[config.mk]
export PLATFORM = sky130hd
export DESIGN_NAME = threshold_trigger_ctrl
export DESIGN_NICKNAME = d
export VERILOG_FILES = /design/src/rtl/threshold_trigger_pkg.sv /design/src/rtl/trig_compare_pair.sv /design/src/rtl/threshold_trigger_ctrl.sv
export SDC_FILE = /design/constraint.sdc
export NUM_CORES = 1
export LEC_CHECK = 0
export ABC_AREA = 1
export CORE_MARGIN = 2
export CORE_UTILIZATION = 55
export DETAILED_ROUTE_END_ITERATION = 10
export GPL_TIMING_DRIVEN = 0
export PLACE_DENSITY = 0.88
export SLEW_MARGIN = 10
export SYNTH_ARGS = -nofsm -noshare
export SYNTH_HDL_FRONTEND = slang
export SYNTH_HIERARCHICAL = 1
export SYNTH_SLANG_ARGS = --single-unit
[constraint.sdc]
create_clock -name clk -period 3.7 [get_ports clk]
set_clock_uncertainty 0.15 [all_clocks]
set_input_delay 0.555 -clock clk [delete_from_list [all_inputs] [get_ports clk]]
set_output_delay 0.555 -clock clk [all_outputs]
set_load 0.01 [all_outputs]
[src/rtl/threshold_trigger_pkg.sv]
// threshold_trigger_pkg: shared state encoding and edge-select constants
package threshold_trigger_pkg;
   typedef enum logic [1:0] {IDLE = 2'd0, ARMED = 2'd1, HOLDOFF = 2'd2} trig_state_t;
   localparam logic RISING = 1'b1;
   localparam logic FALLING = 1'b0;
endpackage

[src/rtl/trig_compare_pair.sv]
// trig_compare_pair: unsigned arm/fire threshold compares for the selected edge
module trig_compare_pair
   import threshold_trigger_pkg::*;
#(
   parameter int DATA_WIDTH = 16
) (
   input  logic                  rising,
   input  logic [DATA_WIDTH-1:0] din,
   input  logic [DATA_WIDTH-1:0] arm_level,
   input  logic [DATA_WIDTH-1:0] fire_level,
   output logic                  arm_cond,
   output logic                  fire_cond
);
   always_comb begin
      arm_cond  = (rising == RISING) ? (din < arm_level) : (din > arm_level);
      fire_cond = (rising == RISING) ? (din >= fire_level) : (din <= fire_level);
   end
endmodule

[src/rtl/threshold_trigger_ctrl.sv]
// threshold_trigger_ctrl: arm/fire hysteresis trigger with holdoff and event count
module threshold_trigger_ctrl
   import threshold_trigger_pkg::*;
#(
   parameter int DATA_WIDTH    = 16,
   parameter int HOLDOFF_WIDTH = 24,
   parameter int COUNT_WIDTH   = 32
) (
   input  logic                     clk,
   input  logic                     rst,
   input  logic                     enable,
   input  logic                     rising,
   input  logic [DATA_WIDTH-1:0]    arm_level,
   input  logic [DATA_WIDTH-1:0]    fire_level,
   input  logic [HOLDOFF_WIDTH-1:0] holdoff,
   input  logic [DATA_WIDTH-1:0]    din,
   input  logic                     din_valid,
   output logic                     trigger,
   output logic                     armed,
   output logic                     holdoff_active,
   output logic [COUNT_WIDTH-1:0]   trig_count
);
   trig_state_t state_q, state_d;
   logic [HOLDOFF_WIDTH-1:0] cnt_q, cnt_d;
   logic arm_cond, fire_cond, arm, fire;

   trig_compare_pair #(.DATA_WIDTH(DATA_WIDTH)) u_cmp (
      .rising    (rising),
      .din       (din),
      .arm_level (arm_level),
      .fire_level(fire_level),
      .arm_cond  (arm_cond),
      .fire_cond (fire_cond)
   );

   always_comb begin
      arm     = enable && din_valid && arm_cond && state_q == IDLE;
      fire    = enable && din_valid && fire_cond && state_q == ARMED;
      state_d = !enable                 ? IDLE :
                arm                     ? ARMED :
                fire                    ? (holdoff == '0 ? IDLE : HOLDOFF) :
                state_q == HOLDOFF      ? (cnt_q <= HOLDOFF_WIDTH'(1) ? IDLE : HOLDOFF) :
                state_q;
      cnt_d   = !enable                 ? '0 :
                fire                    ? holdoff :
                state_q == HOLDOFF      ? cnt_q - HOLDOFF_WIDTH'(1) :
                cnt_q;
   end

   always_ff @(posedge clk) begin
      if (rst) begin
         state_q        <= IDLE;
         cnt_q          <= '0;
         trigger        <= 1'b0;
         armed          <= 1'b0;
         holdoff_active <= 1'b0;
         trig_count     <= '0;
      end else begin
         state_q        <= state_d;
         cnt_q          <= cnt_d;
         trigger        <= fire;
         armed          <= state_d == ARMED;
         holdoff_active <= state_d == HOLDOFF;
         if (fire) trig_count <= trig_count + COUNT_WIDTH'(1);
      end
   end
endmodule

# After elaboration in Yosys (flattened, before gate mapping)
# Cells that the tools add are included.
# W data, S select, Z words.
op_classes:
  add_sub_neg: 2
  muxes: 10
  eq_ne: 4
  reduce_logical: 9
  n_bitwise: 1
  order_cmp: 5
op_table:
  columns: ["op", "count"]
  rows:
  - ["$mux W24", 2]
  - ["$add A32 B1 Y32 const B", 1]
  - ["$le A24 B1 Y1 const B", 1]
  - ["$logic_not A24 Y1", 1]
  - ["$sub A24 B1 Y24 const B", 1]
  - ["$ge A16 B16 Y1", 1]
  - ["$gt A16 B16 Y1", 1]
  - ["$le A16 B16 Y1", 1]
  - ["$lt A16 B16 Y1", 1]
  - ["$mux W2", 6]
  - ["$logic_and A1 B1 Y1", 5]
  - ["$eq A2 B1 Y1 const B", 2]
  - ["$eq A2 B2 Y1 const B", 2]
  - ["$logic_not A2 Y1", 1]
  - ["$mux W1", 2]
  - ["$reduce_bool A2 Y1", 1]
  - ["$reduce_or A2 Y1", 1]
  - ["$not A1 Y1", 1]
totals:
  elab_cells: 37
  out_inout_bits: 35
  inputBits: 77
  reg_bits: 61

# Logic depth before layout (Yosys ltp)
logic_depth:
  word_depth: 8
  mapped_depth: 23
  mapped_depth_nobuf: 23

# By module
# Netlist, hierarchy kept.
by_module_without_submodules:
  columns: ["module", "cells_each", "area_each_um2", "instances", "seq_area_each_um2"]
  rows:
  - ["threshold_trigger_ctrl", 645, 3873.7, 1, 1221.2]
  - ["trig_compare_pair", 146, 898.4, 1, 0.0]

# Least setup slack after synthesis
# OpenSTA, ideal clock, no wires.
synth_timing:
  kind: "input port to flip-flop"
  startpoint: "input fire_level[11]"
  endpoint: "register trig_count[21]"
  stages: 16
  required_ns: 3.424
  n_path_buf: 0
  setup_slack_ns: 1.161
  setup_time_ns: 0.126
  arrival_ns: 2.264
  cell_sequence: "inv_1 > ha_1 > a21oi_1 > nand2_1 > a21oi_1 > nand3_1 > nand3_1 > nand3_2 > nor2_8 > nand2_4 > nor2_4 > nand2_4 > nor2_4 > nand3_1 > nand2_1 > nor2_2"
synth_between:
  elab_chain_len: 4
  elab_cells_between_ends: 5
  cone_classes: "order compare (2); mux (1); reduce/logical (2)"
synth_lines:
  columns: ["element", "line", "rtl"]
  rows:
  - ["start: declaration", "threshold_trigger_ctrl.sv:14", "input logic [DATA_WIDTH-1:0] fire_level,"]
  - ["$le A16 B16 Y1 / $ge A16 B16 Y1 (equally long branches)", "trig_compare_pair.sv:16", "fire_cond = (rising == RISING) ? (din >= fire_level) : (din <= fire_level);"]
  - ["$mux W1 (*)", "trig_compare_pair.sv:16", null]
  - ["named net fire_cond", "threshold_trigger_ctrl.sv:25", "logic arm_cond, fire_cond, arm, fire;"]
  - ["$logic_and A1 B1 Y1 (*) (2 in a row)", "threshold_trigger_ctrl.sv:38", "fire = enable && din_valid && fire_cond && state_q == ARMED;"]
  - ["end signal: assignment", "threshold_trigger_ctrl.sv:64", "if (fire) trig_count <= trig_count + COUNT_WIDTH'(1);"]
  - ["end: declaration", "threshold_trigger_ctrl.sv:21", "output logic [COUNT_WIDTH-1:0] trig_count"]
# The timed path passes the listed nets; every way through them passes the cells marked *.
# A chain may end at the register's enable or synchronous reset.

# Final worst setup path
layout_timing:
  startpoint: "input fire_level[13]"
  endpoint: "register cnt_q[4]"
layout_between:
  elab_chain_len: 5
  elab_cells_between_ends: 7
  cone_classes: "order compare (2); mux (2); reduce/logical (3)"
layout_lines:
  columns: ["element", "line", "rtl"]
  rows:
  - ["$le A16 B16 Y1 / $ge A16 B16 Y1 (equally long branches)", "trig_compare_pair.sv:16", null]
  - ["$mux W1 (*)", "trig_compare_pair.sv:16", null]
  - ["named net fire_cond", "threshold_trigger_ctrl.sv:25", null]
  - ["$logic_and A1 B1 Y1 (*) (2 in a row)", "threshold_trigger_ctrl.sv:38", null]
  - ["$mux W24 / $reduce_bool A2 Y1 (equally long branches)", null, null]
  - ["end signal: assignment", "threshold_trigger_ctrl.sv:60", "cnt_q <= cnt_d;"]
  - ["end: declaration", "threshold_trigger_ctrl.sv:24", "logic [HOLDOFF_WIDTH-1:0] cnt_q, cnt_d;"]
# Marked as above.

==> results by group <==
Detailed routing
  • Drt pass-1 iters: 6
  • 1st-iter DRT viols: 381
  • Vias per cell: 5.48
  • Via count: 5599
  • ANT nets after route: 0
  • WL/cell: 13.9 um
  • Routed WL: 14200 um
  • # DRC: 0

Layout
  • Nets: 1024
  • Final Util: 0.753
  • Fraction of layout cells with a size suffix above 1: 0.0545
  • Layout Cells excl Fill: 1022
  • Area growth syn-to-layout: 30.9%
  • Most frequent cells in the layout: nand2_1 (239), nor2_1 (127), inv_1 (110), clkdlybuf4s50_1 (110), dfxtp_1 (61)
  • Antenna Diode Count: 0
  • Most common cell after layout, fill and taps aside: nand2_1

Timing
  • Setup TNS: 0 ps
  • Final Hold Fails: 0
  • Max Freq: 315 MHz
  • Unrepaired setup endpoints after global routing: false
  • Worst Max-Slew Pin Slew: 583 ps
  • Max Transition Viols Final: 0
  • Endpoints failing setup: 0
  • Min Clock Period, post-route: 3170 ps
  • Slew margin rel.: 0.611
  • Final period utilization: 0.857

Setup path
  • Crit Path Class: primary input to flip-flop
  • Worst path buffer plus inverter count: 4
  • CP max FO: 10
  • CP Capture Type: flip-flop
  • CP Cell Sequence: clkdlybuf4s50_1 > inv_1 > ha_1 > a21oi_1 > o21ai_0 > a21oi_1 > nand2_1 > nand2_1 > nand3_1 > nand2_1 > inv_1 > nand2_1 > clkbuf_1 > o211ai_1 > a31oi_1
  • Worst path slowest cell: clkdlybuf4s50_1
  • Crit-path max cell delay: 450 ps
  • Req. time, crit path: 3810 ps
  • CP startpoint kind: primary input
  • Family with the most delay on the worst path: buffers and inverters
  • Crit path top cell by count: nand2_1
  • Worst Path Arrival: 3280 ps

Die
  • Initial Util: 0.575
  • Die height: 97.1 um
  • Overall die area: 0.00944 mm^2
  • Core Region: 0.00830 mm^2
  • I/O Pins: 112
  • Die span in x: 97.1 um
  • Core Rows: 33

Logic synthesis
  • Post-Syn Nets: 903
  • Netlist cell types: 33
  • Post-Synthesis Cells: 791
  • Number of flops mapped to enable cells by yosys: 0
  • Synth Cell Area: 0.00477 mm^2
  • Seq/Total Area, Yosys: 0.256
  • Syn Area/Cell: 6.03 um^2
  • Fraction of registers with async set or reset after synthesis: 0
  • Synth warnings: 6
  • FF+latch count, synth: 61
  • Top FF cell, synth: dfxtp_1

Clock tree
  • CTS root buffer: clkbuf_8
  • Inserted Clock Buffers: 9
  • Hold Buf Count CTS: 0
  • CTS H-Tree Depth: 3
  • Resized cells post-CTS: 0
  • Clock slew at reported path FFs: 70 ps
  • Skew-Pair Late Insertion Delay: 350 ps
  • CTS tree: yes
  • Post-CTS setup buffer count: 0
  • Clock buffer depth: 2
  • Clock Sinks: 61

Hold path
  • Tightest Hold Check Type: flip-flop to flip-flop

GRT
  • Largest net degree at the start of global routing: 13
  • Antenna violations before repair: 0
  • Vias in the first global route: 5335
  • Tot GR Track Use: 0.303
  • Remaining Overflow, GRT: 0
  • First-pass GRT wire length: 24000 um

Power
  • PwrDens: 263 mW/mm^2
  • P_sw: 415 uW
  • Peak VDD IR: 0.273 mV
  • Seq pwr share: 0.400
  • Logic gate share of total power: 0.140
  • Clock share of power: 0.459
  • Net Sw Frac: 0.252
  • Leakage: 2.78 nW
  • Int Pwr: 1.23 mW

Place
  • Hpwl dp: 11100 um
  • Port Buffer Count: 110
  • DP Cell Count: 1006
  • Global placer's final weighted congestion: 0.964

Status
  • Outcome: finished, final reports clean

Run
  • Max cap viols: 0
## metal layers
metal | track usage | wire length, um | up-vias
met5 | 0 | 0 | -
met4 | 0.0791 | 231 | 0
met3 | 0.0590 | 1250 | 28
met2 | 0.517 | 6700 | 267
met1 | 0.392 | 5980 | 2544
li1 | - | - | 2760
## synthesized netlist by cell type (3+ instances only)
library cell,number,area (um^2)
a31oi_1,10,62.6
buf_2,4,20.0
o21ai_0,21,105
xor2_1,10,87.6
nand3_1,34,170
o22ai_1,12,75.1
nor2_4,6,67.6
inv_2,4,15.0
inv_1,110,413
nand2_2,3,18.8
nand2_1,239,897
nand3b_1,10,75.1
dfxtp_1,61,1220
nand4_1,13,81.3
clkbuf_1,9,33.8
nand3_2,3,30.0
nor2_2,6,37.5
nor3_1,3,15.0
ha_1,35,438
a21oi_1,55,275
nor2_1,127,477
## final cells by class
cell class / instances / area [um^2]
timing repair buffer: 110 / 1100
inverter: 115 / 432
fill: 701 / 2050
sequential: 61 / 1220
tap: 105 / 131
buffer: 14 / 61.3
multi-input combinational: 601 / 3060
clock inverter: 7 / 120
clock buffer: 9 / 124
## worst paths after layout
check	startpoint	endpoint	slack, ps	cells past startpoint
worst min register to register	cnt_q[1]	cnt_q[1]	340	2
worst min-delay path	cnt_q[1]	cnt_q[1]	340	2
worst max-delay path	fire_level[13]	cnt_q[4]	530	15
worst max register to register	cnt_q[0]	cnt_q[10]	1730	8
## worst reg2reg max path, stage by stage, from the launching register on
cell and delay (ps):
dfxtp_1 330, inv_1 110, ha_1 230, nand2_1 170, nor2_1 320, nand2_1 150
nor2_1 120, o21ai_0 110, a21oi_1 200
## metrics by stage
step | area [um^2] | hold slack, ps | worst slack (ps) | power (mW)
after detailed placement | 6000 | 325 | 275 | 0.902
after global routing | 6250 | 361 | 306 | 1.71
after floorplan | 4770 | 303 | 1160 | 0.784
after CTS | 6250 | 337 | 615 | 1.65
final | 6250 | 339 | 530 | 1.65
after global placement | 6000 | 317 | 347 | 0.892
## kinds of logic (layout without fill, tap and decap cells)
family | after synthesis | in the layout | share of synthesized area
AND/OR/NAND/NOR | 450 | 450 | 0.410
buffers and inverters | 129 | 255 | 0.103
AO/OA/AOI/OAI | 106 | 106 | 0.121
flip-flops | 61 | 61 | 0.256
adder cells (fa/ha/maj) | 35 | 35 | 0.0918
XOR/XNOR | 10 | 10 | 0.0184
## power groups by stage
stage	registers (mW)	logic (mW)	clock network, mW
floorplan	0.674	0.110	0
CTS	0.659	0.230	0.757
finish	0.659	0.231	0.756
global placement	0.674	0.217	0
global route	0.659	0.259	0.790
detailed placement	0.674	0.228	0
## state kept, by name, summed over array words and instances, names as in the netlist
signal,flops
cnt_q,24
trigger,1
armed,1
state_q,2
holdoff_active,1
trig_count,32
Power figures use the tool's default switching activity.
